File: src/rtl/ex_wb_pkg.sv
// Shared types for the execute/write-back arbiter: muldiv FSM states and the
// CDB payload record carried through the ALU result FIFO and the output mux.
package ex_wb_pkg;

  localparam int XLEN      = 32;
  // Payload tag field is sized for the widest supported ROB tag.
  localparam int TAG_W_MAX = 16;

  typedef enum logic [1:0] {
    MD_IDLE,
    MD_PEND,
    MD_HOLD,
    MD_DROP
  } md_state_t;

  typedef struct packed {
    logic [TAG_W_MAX-1:0] tag;
    logic [XLEN-1:0]      data;
    logic                 z;
    logic                 is_md;
  } cdb_payload_t;

endpackage

File: src/rtl/ex_wb_arbiter_if.sv
// Common data bus handshake: the arbiter drives valid and payload, the
// consumer answers with ready.
interface ex_wb_arbiter_if #(
  parameter int TAG_W = 5
);
  import ex_wb_pkg::*;

  logic             cdb_valid;
  logic             cdb_ready;
  logic [TAG_W-1:0] cdb_tag;
  logic [XLEN-1:0]  cdb_data;
  logic             cdb_z;
  logic             cdb_is_md;

  modport master (
    output cdb_valid, cdb_tag, cdb_data, cdb_z, cdb_is_md,
    input  cdb_ready
  );

  modport slave (
    input  cdb_valid, cdb_tag, cdb_data, cdb_z, cdb_is_md,
    output cdb_ready
  );

endinterface

File: src/rtl/ex_wb_fifo.sv
// Synchronous ALU result FIFO with registered storage, first-word-fall-through
// head and a registered occupancy count. clr empties it at the next edge.
module ex_wb_fifo
  import ex_wb_pkg::*;
#(
  parameter int DEPTH = 4,
  localparam int PTR_W = (DEPTH > 1) ? $clog2(DEPTH) : 1,
  localparam int CNT_W = PTR_W + 1
) (
  input  logic              clk,
  input  logic              rst,
  input  logic              clr,
  input  logic              wr_en,
  input  cdb_payload_t      wr_data,
  input  logic              rd_en,
  output cdb_payload_t      rd_data,
  output logic [CNT_W-1:0]  count
);

  cdb_payload_t     mem [DEPTH];
  logic [PTR_W-1:0] wr_ptr_reg;
  logic [PTR_W-1:0] rd_ptr_reg;
  logic [CNT_W-1:0] count_reg;

  // Storage carries no reset: the head is only looked at while count is non-zero.
  always_ff @(posedge clk) begin
    if (wr_en) begin
      mem[wr_ptr_reg] <= wr_data;
    end
  end

  always_ff @(posedge clk) begin
    if (rst || clr) begin
      wr_ptr_reg <= '0;
      rd_ptr_reg <= '0;
      count_reg  <= '0;
    end else begin
      if (wr_en) wr_ptr_reg <= wr_ptr_reg + PTR_W'(1);
      if (rd_en) rd_ptr_reg <= rd_ptr_reg + PTR_W'(1);
      case ({wr_en, rd_en})
        2'b10:   count_reg <= count_reg + CNT_W'(1);
        2'b01:   count_reg <= count_reg - CNT_W'(1);
        default: count_reg <= count_reg;
      endcase
    end
  end

  assign rd_data = mem[rd_ptr_reg];
  assign count   = count_reg;

endmodule

File: src/rtl/ex_wb_arbiter.sv
// Merges single-cycle ALU results (queued in a FIFO) and one outstanding
// muldiv result onto the CDB; a held muldiv result outranks the FIFO head.
module ex_wb_arbiter
  import ex_wb_pkg::*;
#(
  parameter int TAG_W = 5,
  parameter int DEPTH = 4
) (
  input  logic              clk,
  input  logic              rst,
  input  logic              alu_valid,
  input  logic [TAG_W-1:0]  alu_tag,
  input  logic [XLEN-1:0]   alu_result,
  input  logic              alu_z,
  input  logic              md_issue,
  input  logic [TAG_W-1:0]  md_issue_tag,
  input  logic              md_done,
  input  logic [XLEN-1:0]   md_result,
  input  logic              flush,
  ex_wb_arbiter_if.master   cdb,
  output logic              alu_stall,
  output logic              md_issue_ok,
  output logic              err
);

  localparam int PTR_W = (DEPTH > 1) ? $clog2(DEPTH) : 1;
  localparam int CNT_W = PTR_W + 1;

  md_state_t        state_reg, state_next;
  logic [TAG_W-1:0] md_tag_reg, md_tag_next;
  logic [XLEN-1:0]  md_data_reg, md_data_next;
  logic             err_reg, err_next;

  logic             fifo_full, fifo_empty, hold_sel, cdb_valid, xfer;
  logic             fifo_wr, fifo_rd;
  logic [CNT_W-1:0] fifo_count;
  cdb_payload_t     fifo_in, fifo_head, sel;
  logic             unused_sel_bits;

  assign fifo_full  = (fifo_count == CNT_W'(DEPTH));
  assign fifo_empty = (fifo_count == '0);
  assign hold_sel   = (state_reg == MD_HOLD);
  assign cdb_valid  = (hold_sel || !fifo_empty) && !flush;
  assign xfer       = cdb_valid && cdb.cdb_ready;
  assign fifo_wr    = alu_valid && !fifo_full && !flush;
  assign fifo_rd    = xfer && !hold_sel;

  always_comb begin
    fifo_in       = '0;
    fifo_in.tag   = TAG_W_MAX'(alu_tag);
    fifo_in.data  = alu_result;
    fifo_in.z     = alu_z;
    fifo_in.is_md = 1'b0;
  end

  ex_wb_fifo #(.DEPTH(DEPTH)) u_fifo (
    .clk     (clk),
    .rst     (rst),
    .clr     (flush),
    .wr_en   (fifo_wr),
    .wr_data (fifo_in),
    .rd_en   (fifo_rd),
    .rd_data (fifo_head),
    .count   (fifo_count)
  );

  always_comb begin
    state_next   = state_reg;
    md_tag_next  = md_tag_reg;
    md_data_next = md_data_reg;
    err_next     = err_reg || (alu_valid && fifo_full) ||
                   (md_issue && state_reg != MD_IDLE);
    case (state_reg)
      MD_IDLE: begin
        if (md_issue) begin
          md_tag_next = md_issue_tag;
          state_next  = flush ? MD_DROP : MD_PEND;
        end
      end
      MD_PEND: begin
        // A completion coinciding with flush is already squashed, so go straight home.
        if (flush && md_done) begin
          state_next = MD_IDLE;
        end else if (flush) begin
          state_next = MD_DROP;
        end else if (md_done) begin
          state_next   = MD_HOLD;
          md_data_next = md_result;
        end
      end
      MD_HOLD: begin
        if (flush || xfer) state_next = MD_IDLE;
      end
      MD_DROP: begin
        if (md_done) state_next = MD_IDLE;
      end
      default: state_next = MD_IDLE;
    endcase
  end

  always_ff @(posedge clk) begin
    if (rst) begin
      state_reg   <= MD_IDLE;
      md_tag_reg  <= '0;
      md_data_reg <= '0;
      err_reg     <= 1'b0;
    end else begin
      state_reg   <= state_next;
      md_tag_reg  <= md_tag_next;
      md_data_reg <= md_data_next;
      err_reg     <= err_next;
    end
  end

  // Payload is forced to zero whenever nothing is being offered.
  always_comb begin
    sel = '0;
    if (cdb_valid) begin
      if (hold_sel) begin
        sel.tag   = TAG_W_MAX'(md_tag_reg);
        sel.data  = md_data_reg;
        sel.z     = 1'b0;
        sel.is_md = 1'b1;
      end else begin
        sel = fifo_head;
      end
    end
  end

  assign unused_sel_bits = ^sel;

  assign cdb.cdb_valid = cdb_valid;
  assign cdb.cdb_tag   = sel.tag[TAG_W-1:0];
  assign cdb.cdb_data  = sel.data;
  assign cdb.cdb_z     = sel.z;
  assign cdb.cdb_is_md = sel.is_md;
  assign alu_stall     = fifo_full;
  assign md_issue_ok   = (state_reg == MD_IDLE);
  assign err           = err_reg;

endmodule

File: src/flat_wrapper.sv
// flat-port wrapper written by rule: the top's interface ports become plain ports
module ex_wb_arbiter_flat import ex_wb_pkg::*;
#(
  parameter int TAG_W = 5,
  parameter int DEPTH = 4
)
  (clk, rst, alu_valid, alu_tag, alu_result, alu_z, md_issue, md_issue_tag, md_done, md_result, flush, alu_stall, md_issue_ok, err, cdb_cdb_valid, cdb_cdb_tag, cdb_cdb_data, cdb_cdb_z, cdb_cdb_is_md, cdb_cdb_ready);
  ex_wb_arbiter_if #(.TAG_W(TAG_W)) cdb_i ();
  input  logic clk;
  input  logic rst;
  input  logic alu_valid;
  input  logic [TAG_W-1:0] alu_tag;
  input  logic [XLEN-1:0] alu_result;
  input  logic alu_z;
  input  logic md_issue;
  input  logic [TAG_W-1:0] md_issue_tag;
  input  logic md_done;
  input  logic [XLEN-1:0] md_result;
  input  logic flush;
  output logic alu_stall;
  output logic md_issue_ok;
  output logic err;
  output wire logic [$bits(cdb_i.cdb_valid)-1:0] cdb_cdb_valid;
  output wire logic [$bits(cdb_i.cdb_tag)-1:0] cdb_cdb_tag;
  output wire logic [$bits(cdb_i.cdb_data)-1:0] cdb_cdb_data;
  output wire logic [$bits(cdb_i.cdb_z)-1:0] cdb_cdb_z;
  output wire logic [$bits(cdb_i.cdb_is_md)-1:0] cdb_cdb_is_md;
  input wire logic [$bits(cdb_i.cdb_ready)-1:0] cdb_cdb_ready;
  assign cdb_cdb_valid = cdb_i.cdb_valid;
  assign cdb_cdb_tag = cdb_i.cdb_tag;
  assign cdb_cdb_data = cdb_i.cdb_data;
  assign cdb_cdb_z = cdb_i.cdb_z;
  assign cdb_cdb_is_md = cdb_i.cdb_is_md;
  assign cdb_i.cdb_ready = cdb_cdb_ready;
  ex_wb_arbiter #(.TAG_W(TAG_W), .DEPTH(DEPTH)) u_core (.clk(clk), .rst(rst), .alu_valid(alu_valid), .alu_tag(alu_tag), .alu_result(alu_result), .alu_z(alu_z), .md_issue(md_issue), .md_issue_tag(md_issue_tag), .md_done(md_done), .md_result(md_result), .flush(flush), .cdb(cdb_i), .alu_stall(alu_stall), .md_issue_ok(md_issue_ok), .err(err));
endmodule
File: config.mk
export PLATFORM = sky130hd
export DESIGN_NAME = ex_wb_arbiter_flat
export DESIGN_NICKNAME = d
export VERILOG_FILES = /design/src/rtl/ex_wb_pkg.sv /design/src/rtl/ex_wb_arbiter_if.sv /design/src/rtl/ex_wb_fifo.sv /design/src/rtl/ex_wb_arbiter.sv /design/src/flat_wrapper.sv
export SDC_FILE = /design/constraint.sdc
export NUM_CORES = 1
export LEC_CHECK = 0
export CORE_MARGIN = 2
export CORE_UTILIZATION = 48
export DETAILED_ROUTE_END_ITERATION = 7
export GPL_TIMING_DRIVEN = 0
export PLACE_DENSITY = 0.75
export SLEW_MARGIN = 15
export SYNTH_ARGS = -nofsm -noshare
export SYNTH_HDL_FRONTEND = slang
export SYNTH_SLANG_ARGS = --single-unit
File: constraint.sdc
create_clock -name clk -period 2.3 [get_ports clk]
set_input_delay 0.46 -clock clk [delete_from_list [all_inputs] [get_ports clk]]
set_output_delay 0.46 -clock clk [all_outputs]
set_load 0.02 [all_outputs]
* Word-level counts from Yosys, hierarchy flattened
Memory sizes are Yosys's and may differ from the RTL's. A register that Yosys moved wholly into a read port is not among the register bits.
Index checks and enable logic that the tools add are counted.
** Word-level totals
- Memories :: 1
- Bits in writable memories :: 152
- Output and inout port bits :: 43
- Bits in registers :: 47
- Input bits :: 82
- Logic and storage cells :: 63
- Bits in latches :: 0
- Bits in read-only memories :: 0
** Operators by class
- Shift operators :: 0
- Add/sub/neg operators :: 4
- Mux-type cells :: 15
- Reductions and logical operators :: 24
- Multiply operators :: 0
- Order comparisons :: 0
- Divide/modulo/power cells :: 0
- Equal/unequal tests :: 10
- Bitwise logic cells :: 2
** Memory list
- u_core.u_fifo.mem :: depth 4, width 38, read ports 1, clocked after memory_dff 1, write ports 1, line ex_wb_fifo.sv:20 : cdb_payload_t mem [DEPTH];
** Operators by type and width (number)
- 39-bit two-way mux :: 2
- 2-bit two-way mux :: 9
- 1-bit logical AND :: 8
- 2-bit one-hot mux with 4 select lines :: 1
- 4-bit AND reduction :: 2
- 2-bit == test (second input constant) :: 3
- 2-bit inequality test (second input constant) :: 3
- 3-bit one-hot mux with 2 select lines :: 1
- 1-bit logical OR :: 5
- 2-bit by 1-bit adder with 2-bit output (second input constant) :: 2
- 2-bit by 1-bit == test with 1-bit output (second input constant) :: 2
- 1-bit logical NOT :: 4
- 4-bit by 3-bit inequality test with 1-bit output (second input constant) :: 1
- 2-bit nonzero test :: 2
- 3-bit by 1-bit adder with 3-bit output (second input constant) :: 1
- 3-bit == test (second input constant) :: 1
- 3-bit logical NOT :: 1
- 3-bit by 1-bit subtractor with 3-bit output (second input constant) :: 1
- 2-bit logical NOT :: 1
- 1-bit two-way mux :: 2
- 1-bit NOT :: 2
- 2-bit AND reduction :: 1

* Logic depth before layout (Yosys ltp)
- Word-level depth :: 8
- Mapped depth :: 10
- Gate-level depth less buffers :: 9

* Modules after synthesis
From an unflattened synthesis, not the netlist that was laid out.
** Second synthesis, totals
- Cells, all modules :: 621
- Area, all modules :: 9788.1 um^2
** By module, submodules not included
- ex_wb_fifo :: instances 1, area each 7701.1 um^2, cells each 308, seq. area each 6185.9 um^2
- ex_wb_arbiter :: instances 1, area each 2087.0 um^2, cells each 313, seq. area each 800.8 um^2

* Least setup slack after synthesis
Ideal clock, no wire load.
- Path type :: input -> register
- Start :: input port flush
- End :: memory u_core.u_fifo.mem[1][0] (netlist bit) (enable)
- Data arrival time :: 1.899 ns
- Data required time :: 1.901 ns
- Setup time :: 0.399 ns
- Path buffers :: 1
- Cell stages on the path :: 3
- Setup slack :: 0.002 ns
- Cells stage by stage :: buf_2 nor3_1 and2_1
** Between the ends
- Word-level cells in the longest chain between the ends :: 4
** RTL lines
- start: declaration :: line flat_wrapper.sv:19 : input logic flush;
- 1-bit logical NOT :: line ex_wb_arbiter.sv:45 : assign fifo_wr = alu_valid && !fifo_full && !flush;
- 1-bit logical AND :: line ex_wb_arbiter.sv:45
- 1-bit two-way mux :: line ex_wb_fifo.sv:27 : if (wr_en) begin
- 1-bit two-way mux (not written as such) :: line ex_wb_fifo.sv:28 : mem[wr_ptr_reg] <= wr_data;
- end: declaration :: line ex_wb_fifo.sv:20
No other way between the ends.

==> summary.txt <==
Synthesis
  • Multiplexer area fraction after synthesis: 11.4%
  • Xor and xnor area share after synthesis: 0.218%
  • Fraction of the mapped netlist area in compound gates: 5.42%
  • Count of synthesis-stage warnings from yosys: 0
  • Yosys reg bits: 201
  • Per-instance average area after synthesis: 14.3 sq um
  • Cell area after technology mapping: 8030 sq um
  • Cells after synthesis: 560
  • Post-Synthesis Net Count: 648
  • Flip-flop cell with the highest count after synthesis: sky130_fd_sc_hd__edfxtp_1
  • Register area share after synthesis: 69.1%
  • Count of distinct cell types in the synthesized netlist: 39
  • Dominant combinational cell family by area after synthesis: multiplexers
  • Post-synthesis share of cell area spent on full adders, half adders and majority gates: 1.03%
  • Number of enable-type register cells in the synthesized netlist: 152
  • Post-synthesis async set-or-reset flop share: 0%
  • Simple-gate share of the synthesized area: 9.54%

Critical path
  • Cell with the most instances on the worst path: sky130_fd_sc_hd__buf_12
  • Launching element type of the critical path: flop
  • Biggest fanout along the worst timing path: 5
  • Type of the worst setup path: flop to output pin
  • Crit path max-delay cell type: sky130_fd_sc_hd__mux4_2
  • CP max stage delay: 0.50 ns
  • Family of cells with the greatest summed delay on the critical path: multiplexers
  • Worst reg2reg startpoint: u_core.u_fifo.count[2]
  • CP cell instances: buf_12 -> buf_12 -> buf_12 -> mux4_2 -> nand2_2 -> a21oi_2 -> buf_6
  • Worst EP required: 1.84 ns
  • CP Buf/Inv Count: 4
  • Critical path data arrival time: 1.95 ns
  • Nature of the critical path endpoint: output pin

Clocking
  • Clock tree root buffer cell: sky130_fd_sc_hd__clkbuf_16
  • Number of H-tree branching levels: 1
  • Clock sinks: 201
  • Skew-Pair Late Insertion Delay: 0.49 ns
  • TritonCTS clock tree: yes
  • Clk buf depth: 3
  • Clock-pin slew on the worst setup and hold paths: 0.06 ns
  • Total clock buffers created by CTS: 22
  • Number of hold-repair buffers added at the cts stage: 0

Power
  • Power Density: 744 nW/um^2
  • Standby leakage power: 0.00357 uW
  • PnR Total Power: 7780 uW
  • Peak supply drop: 0.000505 V

Finish
  • Proportion of layout cells with a drive suffix above 1: 26.6%
  • Signed area change from the synthesized netlist to the final layout: 30.4%
  • Max FFs per register: 152
  • Diodes inserted: 0
  • Most common cell after layout, fill and taps aside: sky130_fd_sc_hd__edfxtp_1
  • Fill cell instance count of the final layout: 1199
  • Final Net Count: 806
  • Number of standard cells in the final layout excluding fillers: 954
  • Final cell utilization of the core: 63.6%
  • Most frequent cells in the layout: 152 x sky130_fd_sc_hd__edfxtp_1, 123 x sky130_fd_sc_hd__nand2_1, 82 x sky130_fd_sc_hd__clkdlybuf4s50_1

Drt
  • Average via count per standard cell: 5.33
  • Total number of vias: 5086
  • Pre-Repair DR Iteration Count: 4
  • Average detailed-routed wire length per instance: 19.0 um
  • Total length of routed wires: 18200 um
  • Count of unresolved DRC violations after routing: 0
  • DRC marker count from the first detailed-route iteration: 327
  • Number of nets still failing antenna checks after routing: 0

Global routing
  • Total GRT Usage: 20.3%
  • Sum of overflow across all layers after global routing: 0
  • First-pass GRT wire length: 27800 um
  • Pin count of the biggest net entering global routing: 25
  • Vias in the first global route: 5287
  • Number of antenna violations at the first check in global routing: 0

STA
  • Accumulated negative setup slack: -2.68 ns
  • Setup skew after layout: 0.00880 ns
  • Period utilization: 105%
  • Unrepaired setup endpoints after global routing: yes
  • Least setup slack across all paths after layout: -0.111 ns
  • Slew margin rel.: 58.7%
  • Worst-case hold slack: 0.448 ns
  • Final slew viol count: 0
  • Slew of the pin with the lowest slew margin: 0.620 ns
  • Final Hold Violating Endpoints: 0
  • Final number of setup-violating endpoints: 38
  • F_max: 0.415 GHz
  • Final critical-path required period: 2.41 ns

Die
  • Die boundary height: 133 um
  • Die extent in x: 133 um
  • Standard-cell rows: 47
  • Area enclosed by the die boundary: 17800 sq um
  • Boundary pin count: 125
  • CORE AREA: 16500 sq um
  • Initial Util: 48.8%

Hold path
  • Startpoint of the worst hold path: flush
  • Type of the most critical hold path: input port to flop

Placement
  • IO Port Bufs: 123
  • Dpl cells: 907
  • Final weighted congestion of routability-driven global placement: 0.768
  • DPL Wire Length: 12000 um

Outcome
  • Result of the run: finished with violations
  • Violations in the final reports: setup timing

Job
  • Maximum Capacitance Violations: 0
-- tightest hold or removal path, cell delays in order --
cell and delay [ns]:
sky130_fd_sc_hd__buf_2 0.17, sky130_fd_sc_hd__a221oi_1 0.11, sky130_fd_sc_hd__a21oi_1 0.15
-- power by group --
| part | internal (uW) | switching (uW) |
|---|---|---|
| Clock | 1860 | 1310 |
| Sequential | 3970 | 32.0 |
| Combinational | 294 | 316 |
| Total | 6130 | 1650 |
-- routing by layer --
layer / routed length [um] / up-vias / share of wire (%) / track usage, %
met5: 0 / - / 0 / 0
met4: 382 / 0 / 2.1 / 5.85
met3: 851 / 29 / 4.7 / 3.20
met2: 9530 / 150 / 52 / 37.0
met1: 7400 / 2538 / 41 / 25.1
li1: - / 2369 / - / -
-- cell usage after synthesis (2+ instances only) --
| cell | number | area (sq um) |
|---|---|---|
| sky130_fd_sc_hd__nor2_1 | 14 | 52.6 |
| sky130_fd_sc_hd__and2_1 | 5 | 31.3 |
| sky130_fd_sc_hd__ha_1 | 5 | 62.6 |
| sky130_fd_sc_hd__buf_2 | 14 | 70.1 |
| sky130_fd_sc_hd__clkbuf_1 | 7 | 26.3 |
| sky130_fd_sc_hd__o21ai_0 | 5 | 25.0 |
| sky130_fd_sc_hd__inv_1 | 10 | 37.5 |
| sky130_fd_sc_hd__xor2_1 | 2 | 17.5 |
| sky130_fd_sc_hd__or3_1 | 2 | 12.5 |
| sky130_fd_sc_hd__mux4_2 | 38 | 856 |
| sky130_fd_sc_hd__nor3b_2 | 2 | 25.0 |
| sky130_fd_sc_hd__buf_4 | 10 | 75.1 |
| sky130_fd_sc_hd__nor3_1 | 3 | 15.0 |
| sky130_fd_sc_hd__dfxtp_1 | 49 | 981 |
| sky130_fd_sc_hd__nand2_1 | 139 | 522 |
| sky130_fd_sc_hd__edfxtp_1 | 152 | 4560 |
| sky130_fd_sc_hd__mux2i_1 | 5 | 50.1 |
| sky130_fd_sc_hd__buf_12 | 2 | 40.0 |
| sky130_fd_sc_hd__a21oi_1 | 76 | 380 |
-- metrics by stage --
stage          setup WS [ns]  cell area, sq um
5_1_grt               -0.185             10500
4_1_cts               -0.148             10300
3_5_place_dp          -0.370              9640
3_3_place_gp           -1.20              9530
2_1_floorplan        0.00183              8030
6_report              -0.111             10500
-- final timing paths --
check | depth (start not counted) | slack [ns] | endpoint
min | 3 | 0.45 | u_core.state_reg[1]
min reg2reg | 2 | 0.46 | u_core.md_data_reg[27]
max | 7 | -0.11 | cdb_cdb_data[2]
max reg2reg | 9 | 0.10 | u_core.u_fifo.count[2]
-- cell type report --
class / instances / area, sq um / share of cell area [%]
Tap cell: 220 / 275 / 2.63
Timing Repair Buffer: 135 / 1310 / 12.5
Clock buffer: 32 / 619 / 5.92
Multi-Input combinational cell: 314 / 2340 / 22.3
Clock inverter: 8 / 36.3 / 0.347
Inverter: 10 / 37.5 / 0.359
Buffer: 34 / 295 / 2.82
Sequential cell: 201 / 5560 / 53.1
-- cells by family after synthesis --
| group | count (synthesis) |
|---|---|
| flip-flops | 201 |
| AND/OR/NAND/NOR | 177 |
| AO/OA/AOI/OAI | 85 |
| buffers and inverters | 45 |
| multiplexers | 44 |
| adder cells (fa/ha/maj) | 6 |
| XOR/XNOR | 2 |
-- timing repair --
item	CTS	global route
gates cloned	0	1
setup endpoints to repair	42	40
resized for setup	215	29
pin swaps	9	8
setup buffers	4	3
Power figures use the tool's default switching activity.
